===== config.mk =====
export PLATFORM = sky130hd
export DESIGN_NAME = imem_loader
export DESIGN_NICKNAME = d
export VERILOG_FILES = /design/src/rtl/imem_loader.sv
export SDC_FILE = /design/constraint.sdc
export NUM_CORES = 1
export LEC_CHECK = 0
export ABC_AREA = 1
export ABC_CLOCK_PERIOD_IN_PS = 2100
export BUFFER_PORTS_ARGS = -buffer_cell sky130_fd_sc_hd__buf_2
export CORE_MARGIN = 3
export CORE_UTILIZATION = 57
export DETAILED_ROUTE_END_ITERATION = 10
export HOLD_SLACK_MARGIN = 0.08
export PLACE_DENSITY = 0.88
export SYNTH_ARGS = -nofsm -noshare
export SYNTH_HDL_FRONTEND = slang
export SYNTH_SLANG_ARGS = --single-unit
export TNS_END_PERCENT = 20

===== constraint.sdc =====
create_clock -name clk -period 2.1 [get_ports clk]
set_clock_uncertainty 0.1 [all_clocks]
set_input_delay 0.315 -clock clk [delete_from_list [all_inputs] [get_ports clk]]
set_output_delay 0.315 -clock clk [all_outputs]
set_load 0.01 [all_outputs]

===== src/rtl/imem_loader.sv =====
// imem_loader: receives a framed program image over an 8N1 UART line and writes it into instruction memory.
// Define LOADER_CHECKSUM_EN to require a trailing XOR checksum byte; the default build has no checksum.
module imem_loader #(
    parameter int CLK_FREQ    = 50000000,
    parameter int BAUD        = 115200,
    parameter int DEPTH_WORDS = 256
) (
    input  logic        clk,
    input  logic        reset,
    input  logic        rx,
    output logic        imem_we,
    output logic [31:0] imem_addr,
    output logic [31:0] imem_wdata,
    output logic        cpu_hold,
    output logic        done,
    output logic        error,
    output logic [15:0] word_count,
    output logic [2:0]  dbg_state,
    output logic [1:0]  dbg_rx_state
);
    localparam int BIT_CYCLES  = CLK_FREQ / BAUD;
    localparam int HALF_CYCLES = BIT_CYCLES / 2;
    localparam int CNT_W       = $clog2(BIT_CYCLES + 1);
    localparam logic [CNT_W-1:0] BIT_LAST  = CNT_W'(BIT_CYCLES - 1);
    localparam logic [CNT_W-1:0] HALF_LAST = CNT_W'(HALF_CYCLES - 1);
    localparam logic [16:0]      DEPTH_17  = 17'(DEPTH_WORDS);
    localparam logic [15:0]      DEPTH_16  = 16'(DEPTH_WORDS);
    localparam logic [7:0]       HDR_BYTE  = 8'hA5;

    typedef enum logic [1:0] {
        RX_IDLE,
        RX_START,
        RX_DATA,
        RX_STOP
    } rx_state_t;

    typedef enum logic [2:0] {
        S_IDLE,
        S_LEN0,
        S_LEN1,
        S_DATA,
        S_CSUM,
        S_DONE,
        S_ERR
    } ld_state_t;

    // Handshake: r_byte_valid / r_byte_err are one-cycle pulses with no ready; the loader
    // consumes every byte in the cycle it is flagged. imem_we is likewise a one-cycle
    // strobe with no back-pressure, and imem_addr/imem_wdata hold until the next strobe.

    logic            r_rx_meta;
    logic            r_rx_sync;
    logic            r_rx_prev;
    rx_state_t       r_rx_state;
    rx_state_t       w_rx_next;
    logic [CNT_W-1:0] r_rx_cnt;
    logic [2:0]      r_bit_idx;
    logic [7:0]      r_rx_shift;
    logic            r_byte_valid;
    logic            r_byte_err;
    logic            w_rx_fall;
    logic            w_tick_half;
    logic            w_tick_bit;
    logic            w_cnt_clear;

    ld_state_t       r_ld_state;
    ld_state_t       w_ld_next;
    logic [15:0]     r_len;
    logic [1:0]      r_byte_idx;
    logic [23:0]     r_word;
    logic            r_we;
    logic [31:0]     r_addr;
    logic [31:0]     r_wdata;
    logic            r_hold;
    logic            r_done;
    logic            r_err;
    logic [15:0]     r_wc;
    logic            w_hdr_seen;
    logic            w_word_done;
    logic            w_last_word;
    logic [16:0]     w_len_in;

    always_ff @(posedge clk or negedge reset) begin
        if (!reset) begin
            r_rx_meta <= 1'b1;
            r_rx_sync <= 1'b1;
            r_rx_prev <= 1'b1;
        end else begin
            r_rx_meta <= rx;
            r_rx_sync <= r_rx_meta;
            r_rx_prev <= r_rx_sync;
        end
    end

    assign w_rx_fall   = r_rx_prev & ~r_rx_sync;
    assign w_tick_half = (r_rx_cnt == HALF_LAST);
    assign w_tick_bit  = (r_rx_cnt == BIT_LAST);
    assign w_cnt_clear = (r_rx_state == RX_IDLE)
                       || ((r_rx_state == RX_START) && w_tick_half)
                       || (((r_rx_state == RX_DATA) || (r_rx_state == RX_STOP)) && w_tick_bit);

    always_comb begin
        w_rx_next = r_rx_state;
        case (r_rx_state)
            RX_IDLE:  if (w_rx_fall) w_rx_next = RX_START;
            RX_START: if (w_tick_half) w_rx_next = r_rx_sync ? RX_IDLE : RX_DATA;
            RX_DATA:  if (w_tick_bit && (r_bit_idx == 3'd7)) w_rx_next = RX_STOP;
            RX_STOP:  if (w_tick_bit) w_rx_next = RX_IDLE;
            default:  w_rx_next = RX_IDLE;
        endcase
    end

    always_ff @(posedge clk or negedge reset) begin
        if (!reset) r_rx_state <= RX_IDLE;
        else        r_rx_state <= w_rx_next;
    end

    always_ff @(posedge clk or negedge reset) begin
        if (!reset) begin
            r_rx_cnt     <= '0;
            r_bit_idx    <= 3'd0;
            r_rx_shift   <= 8'd0;
            r_byte_valid <= 1'b0;
            r_byte_err   <= 1'b0;
        end else begin
            r_rx_cnt     <= w_cnt_clear ? '0 : r_rx_cnt + CNT_W'(1);
            r_byte_valid <= (r_rx_state == RX_STOP) && w_tick_bit && r_rx_sync;
            r_byte_err   <= (r_rx_state == RX_STOP) && w_tick_bit && !r_rx_sync;
            if (r_rx_state == RX_START) begin
                r_bit_idx <= 3'd0;
            end else if ((r_rx_state == RX_DATA) && w_tick_bit) begin
                r_bit_idx  <= r_bit_idx + 3'd1;
                r_rx_shift <= {r_rx_sync, r_rx_shift[7:1]};
            end
        end
    end

    assign w_hdr_seen  = r_byte_valid && (r_rx_shift == HDR_BYTE)
                       && ((r_ld_state == S_IDLE) || (r_ld_state == S_DONE) || (r_ld_state == S_ERR));
    assign w_word_done = (r_ld_state == S_DATA) && r_byte_valid && (r_byte_idx == 2'd3);
    assign w_last_word = (({1'b0, r_wc} + 17'd1) == {1'b0, r_len});
    assign w_len_in    = {1'b0, r_rx_shift, r_len[7:0]};

`ifdef LOADER_CHECKSUM_EN
    logic [7:0] r_csum;

    // Running XOR of LEN_L, LEN_H and every data byte.
    always_ff @(posedge clk or negedge reset) begin
        if (!reset) begin
            r_csum <= 8'd0;
        end else if (w_hdr_seen) begin
            r_csum <= 8'd0;
        end else if (r_byte_valid && ((r_ld_state == S_LEN0) || (r_ld_state == S_LEN1)
                                      || (r_ld_state == S_DATA))) begin
            r_csum <= r_csum ^ r_rx_shift;
        end
    end
`endif

    always_comb begin
        w_ld_next = r_ld_state;
        case (r_ld_state)
            S_IDLE, S_DONE, S_ERR: begin
                if (w_hdr_seen) w_ld_next = S_LEN0;
            end
            S_LEN0: begin
                if (r_byte_err)        w_ld_next = S_ERR;
                else if (r_byte_valid) w_ld_next = S_LEN1;
            end
            S_LEN1: begin
                if (r_byte_err) begin
                    w_ld_next = S_ERR;
                end else if (r_byte_valid) begin
                    if (w_len_in == 17'd0)          w_ld_next = S_CSUM;
                    else if (w_len_in > DEPTH_17)   w_ld_next = S_ERR;
                    else                            w_ld_next = S_DATA;
                end
            end
            S_DATA: begin
                if (r_byte_err)                       w_ld_next = S_ERR;
                else if (w_word_done && w_last_word)  w_ld_next = S_CSUM;
            end
            S_CSUM: begin
`ifdef LOADER_CHECKSUM_EN
                if (r_byte_err)        w_ld_next = S_ERR;
                else if (r_byte_valid) w_ld_next = (r_rx_shift == r_csum) ? S_DONE : S_ERR;
`else
                w_ld_next = S_DONE;
`endif
            end
            default: w_ld_next = S_IDLE;
        endcase
    end

    always_ff @(posedge clk or negedge reset) begin
        if (!reset) r_ld_state <= S_IDLE;
        else        r_ld_state <= w_ld_next;
    end

    always_ff @(posedge clk or negedge reset) begin
        if (!reset) begin
            r_len      <= 16'd0;
            r_byte_idx <= 2'd0;
            r_word     <= 24'd0;
            r_we       <= 1'b0;
            r_addr     <= 32'd0;
            r_wdata    <= 32'd0;
            r_hold     <= 1'b0;
            r_done     <= 1'b0;
            r_err      <= 1'b0;
            r_wc       <= 16'd0;
        end else begin
            r_we <= w_word_done;
            if (w_hdr_seen) begin
                r_wc       <= 16'd0;
                r_byte_idx <= 2'd0;
                r_hold     <= 1'b1;
                r_done     <= 1'b0;
                r_err      <= 1'b0;
            end else begin
                // Status follows the terminal states one cycle after they are entered.
                if (r_ld_state == S_DONE) begin
                    r_hold <= 1'b0;
                    r_done <= 1'b1;
                end
                if (r_ld_state == S_ERR) begin
                    r_hold <= 1'b1;
                    r_err  <= 1'b1;
                end
                if ((r_ld_state == S_LEN0) && r_byte_valid) begin
                    r_len[7:0] <= r_rx_shift;
                end
                if ((r_ld_state == S_LEN1) && r_byte_valid) begin
                    r_len[15:8] <= r_rx_shift;
                    r_byte_idx  <= 2'd0;
                end
                if ((r_ld_state == S_DATA) && r_byte_valid) begin
                    r_byte_idx <= r_byte_idx + 2'd1;
                    if (r_byte_idx == 2'd3) begin
                        r_addr  <= {14'd0, r_wc, 2'b00};
                        r_wdata <= {r_rx_shift, r_word};
                        if (r_wc != DEPTH_16) r_wc <= r_wc + 16'd1;
                    end else begin
                        r_word <= {r_rx_shift, r_word[23:8]};
                    end
                end
            end
        end
    end

    assign imem_we      = r_we;
    assign imem_addr    = r_addr;
    assign imem_wdata   = r_wdata;
    assign cpu_hold     = r_hold;
    assign done         = r_done;
    assign error        = r_err;
    assign word_count   = r_wc;
    assign dbg_state    = r_ld_state;
    assign dbg_rx_state = r_rx_state;

endmodule

## After elaboration in Yosys (flattened, before gate mapping)

Cells that the tools add are included.

| word-level totals | value |
|---|---|
| bits in registers | 140 |
| output and inout bits | 89 |
| input port bits | 3 |
| word-level logic and storage cells | 129 |

| cells by class | value |
|---|---|
| bitwise logic cells | 5 |
| add/sub/neg operators | 5 |
| $lt $le $gt $ge | 1 |
| equal/unequal tests | 24 |
| multiplexer cells | 33 |
| reductions and logical operators | 40 |

Operators with widths:

| kind | count |
|---|---|
| 16-bit two-way mux | 4 |
| 3-bit two-way mux | 11 |
| 16-bit by 1-bit adder with 17-bit output (second input constant) | 1 |
| 17-bit by 16-bit equality test with 1-bit output | 1 |
| 17-bit logical NOT | 1 |
| 16-bit by 1-bit adder with 16-bit output (second input constant) | 1 |
| 16-bit by 9-bit > comparator with 1-bit output (second input constant) | 1 |
| 2-bit two-way mux | 8 |
| 16-bit by 9-bit inequality test with 1-bit output (second input constant) | 1 |
| 3-bit case mux with 5 select lines | 1 |
| 1-bit logical AND | 14 |
| 3-bit equality test (second input constant) | 4 |
| 2-bit nonzero test | 6 |
| 9-bit by 1-bit adder with 9-bit output (second input constant) | 1 |
| 9-bit by 8-bit equality test with 1-bit output (second input constant) | 1 |
| 9-bit equality test (second input constant) | 1 |
| 9-bit two-way mux | 1 |
| 3-bit AND reduction | 3 |
| 8-bit equality test (second input constant) | 1 |
| 2-bit inequality test (second input constant) | 4 |
| 2-bit case mux with 4 select lines | 1 |
| 4-bit AND reduction | 2 |
| 1-bit two-way mux | 7 |
| 2-bit equality test (second input constant) | 3 |
| 17 further kinds | 29 |

## Logic depth before layout (Yosys ltp)

| logic depth | value |
|---|---|
| word-level depth | 7 |
| depth in mapped cells | 17 |
| gate-level depth less buffers | 17 |

## Worst setup path after synthesis

No wires, ideal clock.

| timing | value |
|---|---|
| path type | register -> register |
| from | register r_wc[0], in the netlist word_count[0] |
| to | register r_ld_state[1], in the netlist dbg_state[1] |
| arrival time | 1,775 ps |
| cell stages (with the launch flop) | 18 |
| slack | 108 ps |
| required time | 1,883 ps |
| period minus slack after synthesis | 1,992 ps |
| library setup time | 117 ps |
| path buffers | 0 |
| path through | dfrtp_1 -> inv_1 -> ha_1 -> inv_1 -> nand2_1 -> nand2_1 -> nor2_1 -> nand2_1 -> nor2_1 -> nand2_1 -> nor2_1 -> nand2_1 -> nor2_2 -> nand3_2 -> nand2_2 -> nand2_2 -> nand2_1 -> nand2_1 |

| on the way | value |
|---|---|
| longest elaborated chain between the ends | 5 |

Ends and longest elaborated chain:

| what | line | RTL |
|---|---|---|
| from (decl) | 77 | `logic [15:0] r_wc;` |
| from (signal assigned) | 242 | `if (r_wc != DEPTH_16) r_wc <= r_wc + 16'd1;` |
| 16-bit by 1-bit adder with 17-bit output | 141 | `assign w_last_word = (({1'b0, r_wc} + 17'd1) == {1'b0, r_len});` |
| 17-bit by 16-bit equality test with 1-bit output | 141 |  |
| 1-bit logical AND | 181 | `else if (w_word_done && w_last_word) w_ld_next = S_CSUM;` |
| 3-bit by 2-bit inequality test with 1-bit output (no line) | - |  |
| 4-bit AND reduction (no line) | - |  |
| to (signal assigned) | 197 | `else r_ld_state <= w_ld_next;` |
| to (decl) | 66 | `ld_state_t r_ld_state;` |

No other way between the ends.
A chain may end at the register's enable or synchronous reset.

## Worst setup path in the final report

| timing | value |
|---|---|
| from | register r_wc[0], in the netlist word_count[0] |
| to | register r_ld_state[0], in the netlist dbg_state[0] |

The elaborated chain is that of the path after synthesis.

==> results.json <==
{
  "cp-end-kind": "flop",
  "ys_types": 36,
  "cp_slowest_cell": "dfrtp_1",
  "dpl.hpwl_mm": 10.8,
  "synth_top_family_by_area": "simple AND/OR/NAND/NOR gates",
  "clk_latency_ns": 0.43,
  "synth_mux_area_share_pct": 0.155,
  "cpLargestDelayFamily": "simple AND/OR/NAND/NOR gates",
  "grt_use_total_pct": 26.3,
  "fin_util_pct": 70.2,
  "drt_wl_total_mm": 15.8,
  "timing.final.crit_share_pct": 103,
  "synth_seq_cells": 140,
  "synth_compound_area_share_pct": 11.0,
  "routedWlPerCell_um": 15.4,
  "clockPowerShare_pct": 48.3,
  "cp-start-kind": "flop",
  "critPathMaxStageDelay_ns": 0.41,
  "reg2reg_from": "word_count[0]",
  "worstMarginPinSlew_ns": 0.507,
  "rows": 38,
  "grt_pass1_vias": 5446,
  "irDropWorstVdd_v": 0.000673,
  "syn_inst": 774,
  "grt-ovfl-total": 0,
  "status": "finished with violations",
  "rrSetupSlack_ns": -0.07,
  "clkSlewWorstSetupHoldPaths_ns": 0.06,
  "antenna_left": 0,
  "synth_xor_area_share_pct": 0.136,
  "reg2reg_to": "dbg_state[0]",
  "path_class": "reg2reg",
  "initial_core_util_pct": 58.9,
  "final.min_clock_period_ns": 2.17,
  "yosysTopAreaCell": "dfrtp_1",
  "numCtsBuffers": 17,
  "cts_tree": "built",
  "p_sw_share_pct": 23.5,
  "drive_gt1_share_pct": 18.8,
  "nFillCells": 797,
  "path_common_cell": "nand2_1",
  "final_common_cell": "nand2_1",
  "coreArea_um2": 11000,
  "port_buffers": 75,
  "power_mw": 6.11,
  "yosys.area_share.simple_pct": 24.2,
  "areaGrowthSynthToFinish_pct": 19.3,
  "synth_flop_cell": "dfrtp_1",
  "clock-sinks": 140,
  "num-nets-final": 883,
  "cts_max_path_buffers": 2,
  "cts_max_level": 4,
  "rsz0062_at_grt": "true",
  "die_h_um": 112,
  "drc_errors": 0,
  "drv_cap": 0,
  "num_io_pins": 92,
  "setup_viol": 3,
  "tns_ns": -0.206,
  "async_flop_share_pct": 100,
  "cp.required_ns": 2.32,
  "leakagePower_nw": 3.88,
  "critPathMaxFanout": 4,
  "layout_common_cells": "nand2_1 (224), dfrtp_1 (136), o21ai_0 (106)",
  "drt_iter0_markers": 526,
  "fp.dieW_um": 112,
  "place_ws_ns": -0.0224,
  "slew_viol_final": 0,
  "fmax_mhz": 460,
  "holdWs_ns": 0.262,
  "reg2regPathDepth": 14,
  "viasPerCell": 5.47,
  "pwr-share-comb_pct": 4.8,
  "synth_area_per_cell_um2": 8.35,
  "hold_violations": 0,
  "antenna_found_initial": 0,
  "syn_area_um2": 6460,
  "cts-root-buf": "clkbuf_16",
  "relSlewSlack_pct": 66.1,
  "first_pass_iters": 6,
  "diodes": 0,
  "crit_chain": "ha_2 -> or2_2 -> nand3_1 -> nand2_1 -> nor2_1 -> nand2_1 -> nor2_1 -> nand2_1 -> nor2_2 -> nand3_2 -> nand2_2 -> nand2_2 -> nand2_1 -> nand2_1",
  "worst-path-buf-inv": 0,
  "die_area_um2": 12700,
  "switchingPower_mw": 1.44,
  "power_density_nw_per_um2": 792,
  "synth-adder-area-share_pct": 1.55,
  "grt_max_degree": 58,
  "setup_ws_ns": -0.0723,
  "ys_seq_area_share_pct": 54.3,
  "arrival_ns": 2.39,
  "synthTopCellsByArea": "dfrtp_1 (53%), nand2_1 (13%), o21ai_0 (8.3%)",
  "pwr-share-seq_pct": 47.0,
  "yosysTopAreaCellShare_pct": 53.0,
  "synth_edf_count": 0,
  "grt_pass1_wl_mm": 26.4,
  "synth_warnings": 0,
  "violations": "negative setup slack",
  "p_int_mw": 4.67,
  "gp_congestion": 0.956,
  "via_count": 5610,
  "hold_class": "in2async"
}
-- area by class of cell --
cell class	instances	area (um2)	area share, %
clock buffer	19	443	5.74
inverter	90	339	4.40
clock inverter	13	140	1.82
tap	140	175	2.27
sequential	140	3510	45.5
timing repair buffer	103	634	8.22
multi-input combinational	520	2470	32.1
-- per-stage QoR --
step                std cells  area (um2)
floorplan                 789        6520
global placement          989        7080
detailed placement        989        7080
CTS                      1025        7700
global route             1025        7710
finish                   1025        7710
-- state kept, by name, summed over array words and instances (netlist names), named ones only --
signal / cells
r_word: 24
r_rx_cnt: 9
r_rx_shift: 8
r_rx_prev: 1
done: 1
r_rx_sync: 1
dbg_rx_state: 1
dbg_state: 3
word_count: 16
imem_we: 1
r_byte_err: 1
r_len: 16
imem_wdata: 32
error: 1
cpu_hold: 1
r_byte_valid: 1
r_bit_idx: 3
r_byte_idx: 2
r_rx_meta: 1
imem_addr: 16
-- worst register-to-register path: stages, from the launching register on --
cell     delay, ns
dfrtp_1       0.41
ha_2          0.23
or2_2         0.31
nand3_1       0.08
nand2_1       0.07
nor2_1        0.10
nand2_1       0.06
nor2_1        0.10
nand2_1       0.07
nor2_2        0.13
nand3_2       0.10
nand2_2       0.12
nand2_2       0.07
nand2_1       0.07
nand2_1       0.05
-- repair_timing --
| item | CTS | global route |
|---|---|---|
| gates resized for setup | 3 | 4 |
| setup buffers | 2 | 0 |
| hold buffers | 2 | 0 |
| endpoints found under the setup margin | 3 | 4 |
| hold endpoints to repair | 59 | 0 |
| pin swaps | 0 | 5 |
-- power by group through the flow --
stage / Combinational [mW] / Sequential [mW] / Clock [mW]
4_1_cts: 0.297 / 2.87 / 2.99
6_report: 0.292 / 2.87 / 2.95
3_5_place_dp: 0.293 / 2.91 / 0
2_1_floorplan: 0.213 / 2.90 / 0
5_1_grt: 0.347 / 2.88 / 3.11
3_3_place_gp: 0.283 / 2.91 / 0
-- cell usage after synthesis (2+ instances only) --
| cell | n |
|---|---|
| nand2_1 | 225 |
| dfrtp_1 | 137 |
| o21ai_0 | 107 |
| inv_1 | 85 |
| nand3_1 | 49 |
| nor2_1 | 39 |
| buf_4 | 17 |
| clkbuf_1 | 15 |
| nand4_1 | 14 |
| a21oi_1 | 12 |
| o22ai_1 | 11 |
| ha_1 | 8 |
| buf_2 | 6 |
| nand2_2 | 5 |
| nor2_2 | 5 |
| nor2_4 | 5 |
| nand3b_1 | 4 |
| nor3_1 | 4 |
| dfstp_2 | 3 |
| inv_2 | 3 |
| a32o_1 | 2 |
| nand3_2 | 2 |
| nand4_2 | 2 |
| nor4_1 | 2 |
-- per-layer routing --
| metal | up-vias | track usage, % | part of all wire [%] |
|---|---|---|---|
| li1 | 2686 | - | - |
| met1 | 2632 | 34.0 | 41 |
| met2 | 243 | 41.6 | 48 |
| met3 | 49 | 7.17 | 7.3 |
| met4 | 0 | 12.3 | 3.2 |
| met5 | - | 0 | 0 |
-- how the worst max path moves through the flow --
stage,start,end,slack [ns],cells past startpoint
after floorplan,word_count[0],dbg_state[1],0.11,17
after global placement,word_count[1],dbg_state[2],0.09,16
after detailed placement,word_count[1],dbg_state[0],-0.02,16
after CTS,word_count[0],dbg_state[0],0.01,14
after global routing,word_count[0],dbg_state[2],-0.20,16
final,word_count[0],dbg_state[0],-0.07,14
-- cell families (layout without fill, tap and decap cells) --
group                      Yosys count  after routing
DFF                                140            140
AOI/OAI and AO/OA                  136            136
adders and majority gates            8              8
other                                1             16
muxes                                1              1
xor gates and xnor gates             1              1
and+or+nand+nor                    358            358
buffers and inverters              129            225
Power figures use the tool's default switching activity.
